`config.mk`:
```
export PLATFORM = sky130hd
export DESIGN_NAME = pwm_capture_flat
export DESIGN_NICKNAME = d
export VERILOG_FILES = /design/src/rtl/pwm_capture_if.sv /design/src/rtl/pwm_capture.sv /design/src/flat_wrapper.sv
export SDC_FILE = /design/constraint.sdc
export NUM_CORES = 1
export LEC_CHECK = 0
export BUFFER_PORTS_ARGS = -buffer_cell sky130_fd_sc_hd__buf_2
export CELL_PAD_IN_SITES_DETAIL_PLACEMENT = 1
export CELL_PAD_IN_SITES_GLOBAL_PLACEMENT = 1
export CORE_MARGIN = 2
export CORE_UTILIZATION = 40
export CTS_BUF_LIST = sky130_fd_sc_hd__clkbuf_16
export DETAILED_ROUTE_END_ITERATION = 16
export GPL_TIMING_DRIVEN = 1
export PLACE_DENSITY_LB_ADDON = 0.05
export SYNTH_ARGS = -nofsm -noshare
export SYNTH_HDL_FRONTEND = slang
export SYNTH_SLANG_ARGS = --single-unit
export TNS_END_PERCENT = 5
```
`constraint.sdc`:
```
create_clock -name clk -period 5.3 [get_ports clk]
set_input_delay 0.795 -clock clk [delete_from_list [all_inputs] [get_ports clk]]
set_output_delay 0.795 -clock clk [all_outputs]
set_load 0.005 [all_outputs]
```
`src/rtl/pwm_capture_if.sv`:
```
// pwm_capture_if: measurement result bundle of the PWM decoder.
// master drives the results, slave consumes them.
interface pwm_capture_if #(
  parameter int CNT_W = 16
);
  logic [CNT_W-1:0] period;
  logic [CNT_W-1:0] high_time;
  logic [6:0]       duty_pct;
  logic             meas_valid;
  logic             timeout;
  logic             overrun;

  modport master (
    output period, high_time, duty_pct,
    output meas_valid, timeout, overrun
  );

  modport slave (
    input period, high_time, duty_pct,
    input meas_valid, timeout, overrun
  );
endinterface

```
`src/rtl/pwm_capture.sv`:
```
// pwm_capture: measures period, high time and duty of a PWM line.
// Sync/edge detect, measurement FSM, 7-step restoring divider.
module pwm_capture #(
  parameter int CNT_W   = 16,
  parameter int TIMEOUT = 50000
) (
  input  logic          clk,
  input  logic          rst,
  input  logic          pwm_in,
  pwm_capture_if.master mo
);

  localparam int W = CNT_W + 7;
  localparam logic [CNT_W-1:0] TO = CNT_W'(TIMEOUT);

  typedef enum logic [2:0] {
    IDLE, HIGH, LOW, STK_HI, STK_LO
  } state_t;

  state_t state, state_nx;

  logic s1, pwm_s, pwm_d;
  logic rise, fall;
  logic [CNT_W-1:0] per_cnt, hi_cnt;
  logic at_to;
  logic cap, stuck, stuck_hi, ok;

  logic             busy;
  logic [2:0]       idx;
  logic [W-1:0]     rem, dsh, num;
  logic [CNT_W-1:0] den, hi_r;
  logic [6:0]       quo;
  logic             take, last;

  logic [CNT_W-1:0] per_q, hi_q;
  logic [6:0]       duty_q;
  logic             mv_q, to_q, ov_q;

  assign rise  = pwm_s & ~pwm_d;
  assign fall  = ~pwm_s & pwm_d;
  assign at_to = (per_cnt == TO);
  assign num   = W'(hi_cnt) * W'(100);
  assign dsh   = W'(den) << idx;
  assign take  = (rem >= dsh);
  assign last  = busy && (idx == 3'd0);
  assign ok    = !busy && !mv_q;

  assign mo.period     = per_q;
  assign mo.high_time  = hi_q;
  assign mo.duty_pct   = duty_q;
  assign mo.meas_valid = mv_q;
  assign mo.timeout    = to_q;
  assign mo.overrun    = ov_q;

  // two-flop synchroniser plus one delay stage for edges
  always_ff @(posedge clk) begin
    if (rst) begin
      s1    <= 1'b0;
      pwm_s <= 1'b0;
      pwm_d <= 1'b0;
    end else begin
      s1    <= pwm_in;
      pwm_s <= s1;
      pwm_d <= pwm_s;
    end
  end

  // period counter saturates at TIMEOUT; high counter runs in HIGH
  always_ff @(posedge clk) begin
    if (rst) begin
      per_cnt <= '0;
      hi_cnt  <= '0;
    end else begin
      if (rise)
        per_cnt <= CNT_W'(1);
      else if (!at_to)
        per_cnt <= per_cnt + 1'b1;
      if (rise)
        hi_cnt <= CNT_W'(1);
      else if (state == HIGH && !fall)
        hi_cnt <= hi_cnt + 1'b1;
    end
  end

  // state register
  always_ff @(posedge clk) begin
    if (rst) state <= IDLE;
    else     state <= state_nx;
  end

  // next state, capture and stuck-report decisions
  always_comb begin
    state_nx = state;
    cap      = 1'b0;
    stuck    = 1'b0;
    stuck_hi = 1'b0;
    unique case (state)
      IDLE: if (rise) state_nx = HIGH;
      HIGH: begin
        if (fall) begin
          state_nx = LOW;
        end else if (at_to) begin
          stuck_hi = 1'b1;
          stuck    = ok;
          if (ok) state_nx = IDLE;
          else    state_nx = STK_HI;
        end
      end
      LOW: begin
        if (rise) begin
          cap      = 1'b1;
          state_nx = HIGH;
        end else if (at_to) begin
          stuck = ok;
          if (ok) state_nx = IDLE;
          else    state_nx = STK_LO;
        end
      end
      STK_HI: begin
        stuck_hi = 1'b1;
        stuck    = ok;
        if (ok) state_nx = IDLE;
      end
      STK_LO: begin
        stuck = ok;
        if (ok) state_nx = IDLE;
      end
      default: state_nx = IDLE;
    endcase
  end

  // restoring divider: one quotient bit per cycle, bit 6 first
  always_ff @(posedge clk) begin
    if (rst) begin
      busy <= 1'b0;
      idx  <= '0;
      rem  <= '0;
      den  <= '0;
      hi_r <= '0;
      quo  <= '0;
    end else if (cap && !busy) begin
      busy <= 1'b1;
      idx  <= 3'd6;
      rem  <= num;
      den  <= per_cnt;
      hi_r <= hi_cnt;
      quo  <= '0;
    end else if (busy) begin
      if (take) rem <= rem - dsh;
      quo[idx] <= take;
      idx      <= idx - 3'd1;
      if (idx == 3'd0) busy <= 1'b0;
    end
  end

  // result registers, valid pulse and flags
  always_ff @(posedge clk) begin
    if (rst) begin
      per_q  <= '0;
      hi_q   <= '0;
      duty_q <= '0;
      mv_q   <= 1'b0;
      to_q   <= 1'b0;
      ov_q   <= 1'b0;
    end else begin
      mv_q <= last | stuck;
      if (cap && busy) ov_q <= 1'b1;
      if (last) begin
        per_q  <= den;
        hi_q   <= hi_r;
        duty_q <= {quo[6:1], take};
        to_q   <= 1'b0;
      end else if (stuck) begin
        per_q  <= '0;
        hi_q   <= '0;
        duty_q <= stuck_hi ? 7'd100 : 7'd0;
        to_q   <= 1'b1;
      end
    end
  end

endmodule

```
`src/flat_wrapper.sv`:
```
// flat-port wrapper written by rule: the top's interface ports become plain ports
module pwm_capture_flat 
#(
  parameter int CNT_W   = 16,
  parameter int TIMEOUT = 50000
)
  (clk, rst, pwm_in, mo_period, mo_high_time, mo_duty_pct, mo_meas_valid, mo_timeout, mo_overrun);
  pwm_capture_if #(.CNT_W(CNT_W)) mo_i ();
  input  logic clk;
  input  logic rst;
  input  logic pwm_in;
  output wire logic [$bits(mo_i.period)-1:0] mo_period;
  output wire logic [$bits(mo_i.high_time)-1:0] mo_high_time;
  output wire logic [$bits(mo_i.duty_pct)-1:0] mo_duty_pct;
  output wire logic [$bits(mo_i.meas_valid)-1:0] mo_meas_valid;
  output wire logic [$bits(mo_i.timeout)-1:0] mo_timeout;
  output wire logic [$bits(mo_i.overrun)-1:0] mo_overrun;
  assign mo_period = mo_i.period;
  assign mo_high_time = mo_i.high_time;
  assign mo_duty_pct = mo_i.duty_pct;
  assign mo_meas_valid = mo_i.meas_valid;
  assign mo_timeout = mo_i.timeout;
  assign mo_overrun = mo_i.overrun;
  pwm_capture #(.CNT_W(CNT_W), .TIMEOUT(TIMEOUT)) u_core (.clk(clk), .rst(rst), .pwm_in(pwm_in), .mo(mo_i));
endmodule
```
==> results.toml <==
[detailed_routing]
drtAntennaViolNets = 0
drc = 0
via_per_inst = 5.47
drt-total-wl_mm = 25.9
wl_per_cell_microns = 18.5
via_count = 7686
drt-initial-drc-count = 324
drtPass1Iterations = 4

[pwr]
comb_power_share_pct = 1.9
p_per_area_nw_per_um2 = 243
clock_power_share_pct = 52.6
p_int_mw = 1.83
seqPwrFrac_pct = 45.5
power_mw = 2.42
p_leak_nw = 4.20
vdd_ir_drop_max_uv = 197
netSwitchingPower_mw = 0.590
switching_share_pct = 24.4

[logic_synthesis]
synth_top_area_share_pct = 32.7
yosysSeqAreaShare_pct = 32.7
syn_avg_cell_area_sq_um = 8.12
syn-num-nets = 1190
syn_inst = 1094
synth_top_area_cell = "dfxtp_1"
synth.ff_latch_count = 145
yosys_warnings = 0
synth.distinct_cells = 65
synthTopCellsByArea = "dfxtp_1, ha_1, a21oi_1"
synth_enable_flop_cells = 0
syn_area_sq_um = 8880
async_reset_ff_share_pct = 0
ys.flop_type = "dfxtp_1"

[run_status]
status = "complete, no violations"

[setup_path]
crit_required_ns = 5.58
r2r_start = "u_core.idx[0]$_SDFFE_PP0P_"
cpPeakStageDelay_ns = 1.05
cpMostUsedCell = "a21oi_1"
r2r-end = "u_core.rem[17]$_SDFFE_PP0P_"
end_kind = "flip-flop"
startpoint_type = "flip-flop"
r2r_cells = 11
cpMaxStageDelayCell = "dfxtp_1"
r2r_slack_ns = 0.55
crit_chain = "mux4_2 -> mux2i_1 -> ha_1 -> a21oi_1 -> o21ai_0 -> a221oi_1 -> o22ai_1 -> a21o_1 -> and4b_1 -> a211oi_1 -> a21oi_1"
crit_fanout = 25
cp.arrival_ns = 5.03
cp-startpoint = "u_core.idx[0]$_SDFFE_PP0P_"
crit_type = "flip-flop to flip-flop"

[layout]
drive_gt1_share_pct = 9.33
syn2layout_area_growth_pct = 11.9
design_area_sq_um = 9940
fin_nets = 1208
fin_util_pct = 45.6
fillers = 2642
diodes = 0

[timing]
setup_viol = 0
rsz0062_at_grt = "no"
max_slew.worst_pin.slew_ns = 1.10
relSlewSlack_pct = 26.4
final-hold-violation-count = 0
period_share_pct = 89.7
timing.final.crit_period_ns = 4.75
finalClockSkew_ns = 0.0193
setup_tns_ns = 0
max_freq_mhz = 210
finalMaxSlewViolations = 0

[place]
gp_congestion = 0.853
port_buffers = 44
hpwl_mm = 19.5
post_dp_cell_area_sq_um = 9320

[floorplanning]
die-area_sq_um = 23400
start_util_pct = 40.7
core_area_sq_um = 21800
rows = 54
ioPinCount = 45
die_h_microns = 153
die_w_microns = 153

[clocking]
cts_tree = "done"
cts_setup_buffers = 0
cts_sinks = 145
ctsLongestPathBuffers = 2
cts_buffers = 17
clkTransAtPathRegs_ns = 0.07
cts_root_buffer = "clkbuf_16"
h-tree-depth = 4
clk_latency_ns = 0.43
post_cts_resized = 0
hold_buffers = 0

[global_route]
grt_pass1_vias = 7706
overflow = 0
grt_start_max_net_pins = 64
grt_pass1_wl_mm = 42.4
antenna_found_initial = 0
grt_usage_pct = 22.5

[worst_hold_path]
hp-start = "u_core.s1$_SDFF_PP0_"
hold_end = "u_core.pwm_s$_SDFF_PP0_"
hold_path.class = "flip-flop to flip-flop"
holdPathStages = 1

[run]
maxCapViolations = 0
-- cell usage after synthesis, types with 9 or more instances --
master / n
a21oi_1: 131
xor2_1: 25
fa_1: 12
a21o_1: 12
dfxtp_1: 145
a221oi_1: 11
nor2_1: 98
a211oi_1: 12
ha_1: 81
xnor2_1: 36
nand4_1: 11
inv_1: 64
nor3_1: 13
nand2b_1: 9
nand3_1: 61
nand2_1: 156
mux2i_1: 26
o21ai_0: 23
clkbuf_1: 44
-- worst max path at each step --
stage	end	slack [ns]	cells after the start
after global placement	u_core.rem[11]$_SDFFE_PP0P_	0.70	11
after global routing	u_core.rem[11]$_SDFFE_PP0P_	0.22	13
after detailed placement	u_core.rem[17]$_SDFFE_PP0P_	0.64	11
final	u_core.rem[17]$_SDFFE_PP0P_	0.55	11
after floorplan	u_core.rem[12]$_SDFFE_PP0P_	1.62	18
after CTS	u_core.rem[17]$_SDFFE_PP0P_	0.61	11
-- critical path: cells and delay by family (launching register included) --
family | cells | cell delay, ns
adders and majority gates | 1 | 0.35
AOI/OAI and AO/OA | 7 | 1.89
and+or+nand+nor | 1 | 0.40
DFF | 1 | 1.05
muxes | 2 | 0.90
-- cells by family (layout without fill, tap and decap cells) --
| logic type | after synthesis | in the layout | share of synthesized area [%] |
|---|---|---|---|
| flip-flops | 145 | 145 | 32.7 |
| XOR/XNOR | 61 | 61 | 6.01 |
| adder cells (fa/ha/maj) | 93 | 93 | 14.1 |
| buffers and inverters | 121 | 152 | 5.45 |
| multiplexers | 35 | 35 | 4.83 |
| AO/OA/AOI/OAI | 246 | 246 | 16.9 |
| AND/OR/NAND/NOR | 393 | 393 | 20.0 |
-- placed cells by master, fill, tap and decap left out, types with 17 or more instances in the layout --
cell,count
a21oi_1,131
buf_2,43
clkbuf_16,17
dfxtp_1,145
ha_1,81
inv_1,64
mux2i_1,26
nand2_1,156
nand3_1,61
nor2_1,97
o21ai_0,23
xnor2_1,36
xor2_1,25
-- through the flow --
step	setup WS, ns	hold slack, ns	cells
floorplan	1.62	0.414	1094
global placement	0.699	0.433	1373
finish	0.545	0.450	1405
global route	0.224	0.470	1405
detailed placement	0.637	0.435	1373
CTS	0.609	0.456	1405
-- power groups by stage --
stage	logic [mW]	registers [mW]	clock network (mW)
after global placement	0.0458	1.12	0
after CTS	0.0465	1.10	1.30
after detailed placement	0.0462	1.12	0
final	0.0455	1.10	1.27
after global routing	0.0513	1.10	1.35
after floorplan	0.0340	1.12	0
-- registers in the layout, summed over array words and instances (netlist names) --
name                  cells
u_core.per_cnt           16
u_core.s1                 1
u_core.idx                3
u_core.mo.high_time      16
u_core.hi_r              16
u_core.pwm_d              1
u_core.hi_cnt            16
u_core.mo.duty_pct        7
u_core.quo                6
u_core.mo.timeout         1
u_core.state              3
u_core.pwm_s              1
u_core.mo.overrun         1
u_core.den               16
u_core.busy               1
u_core.mo.period         16
u_core.mo.meas_valid      1
u_core.rem               23
-- layout make-up --
class | instances | area [sq um] | area share, %
inverter | 65 | 244 | 2.45
sequential | 145 | 2900 | 29.2
tap | 280 | 350 | 3.52
clock buffer | 17 | 425 | 4.28
clock inverter | 15 | 194 | 1.95
multi-input combinational | 828 | 5510 | 55.4
timing repair buffer | 55 | 318 | 3.20
-- routing by layer --
layer  track usage (%)  vias to the layer above  wire length [microns]
met5                 0                        -                      0
met4              5.29                        0                    324
li1                  -                     3851                      -
met1              32.3                     3716                  12900
met3              2.92                       22                    759
met2              36.2                       97                  11900
(Power assumes the default switching activity.)
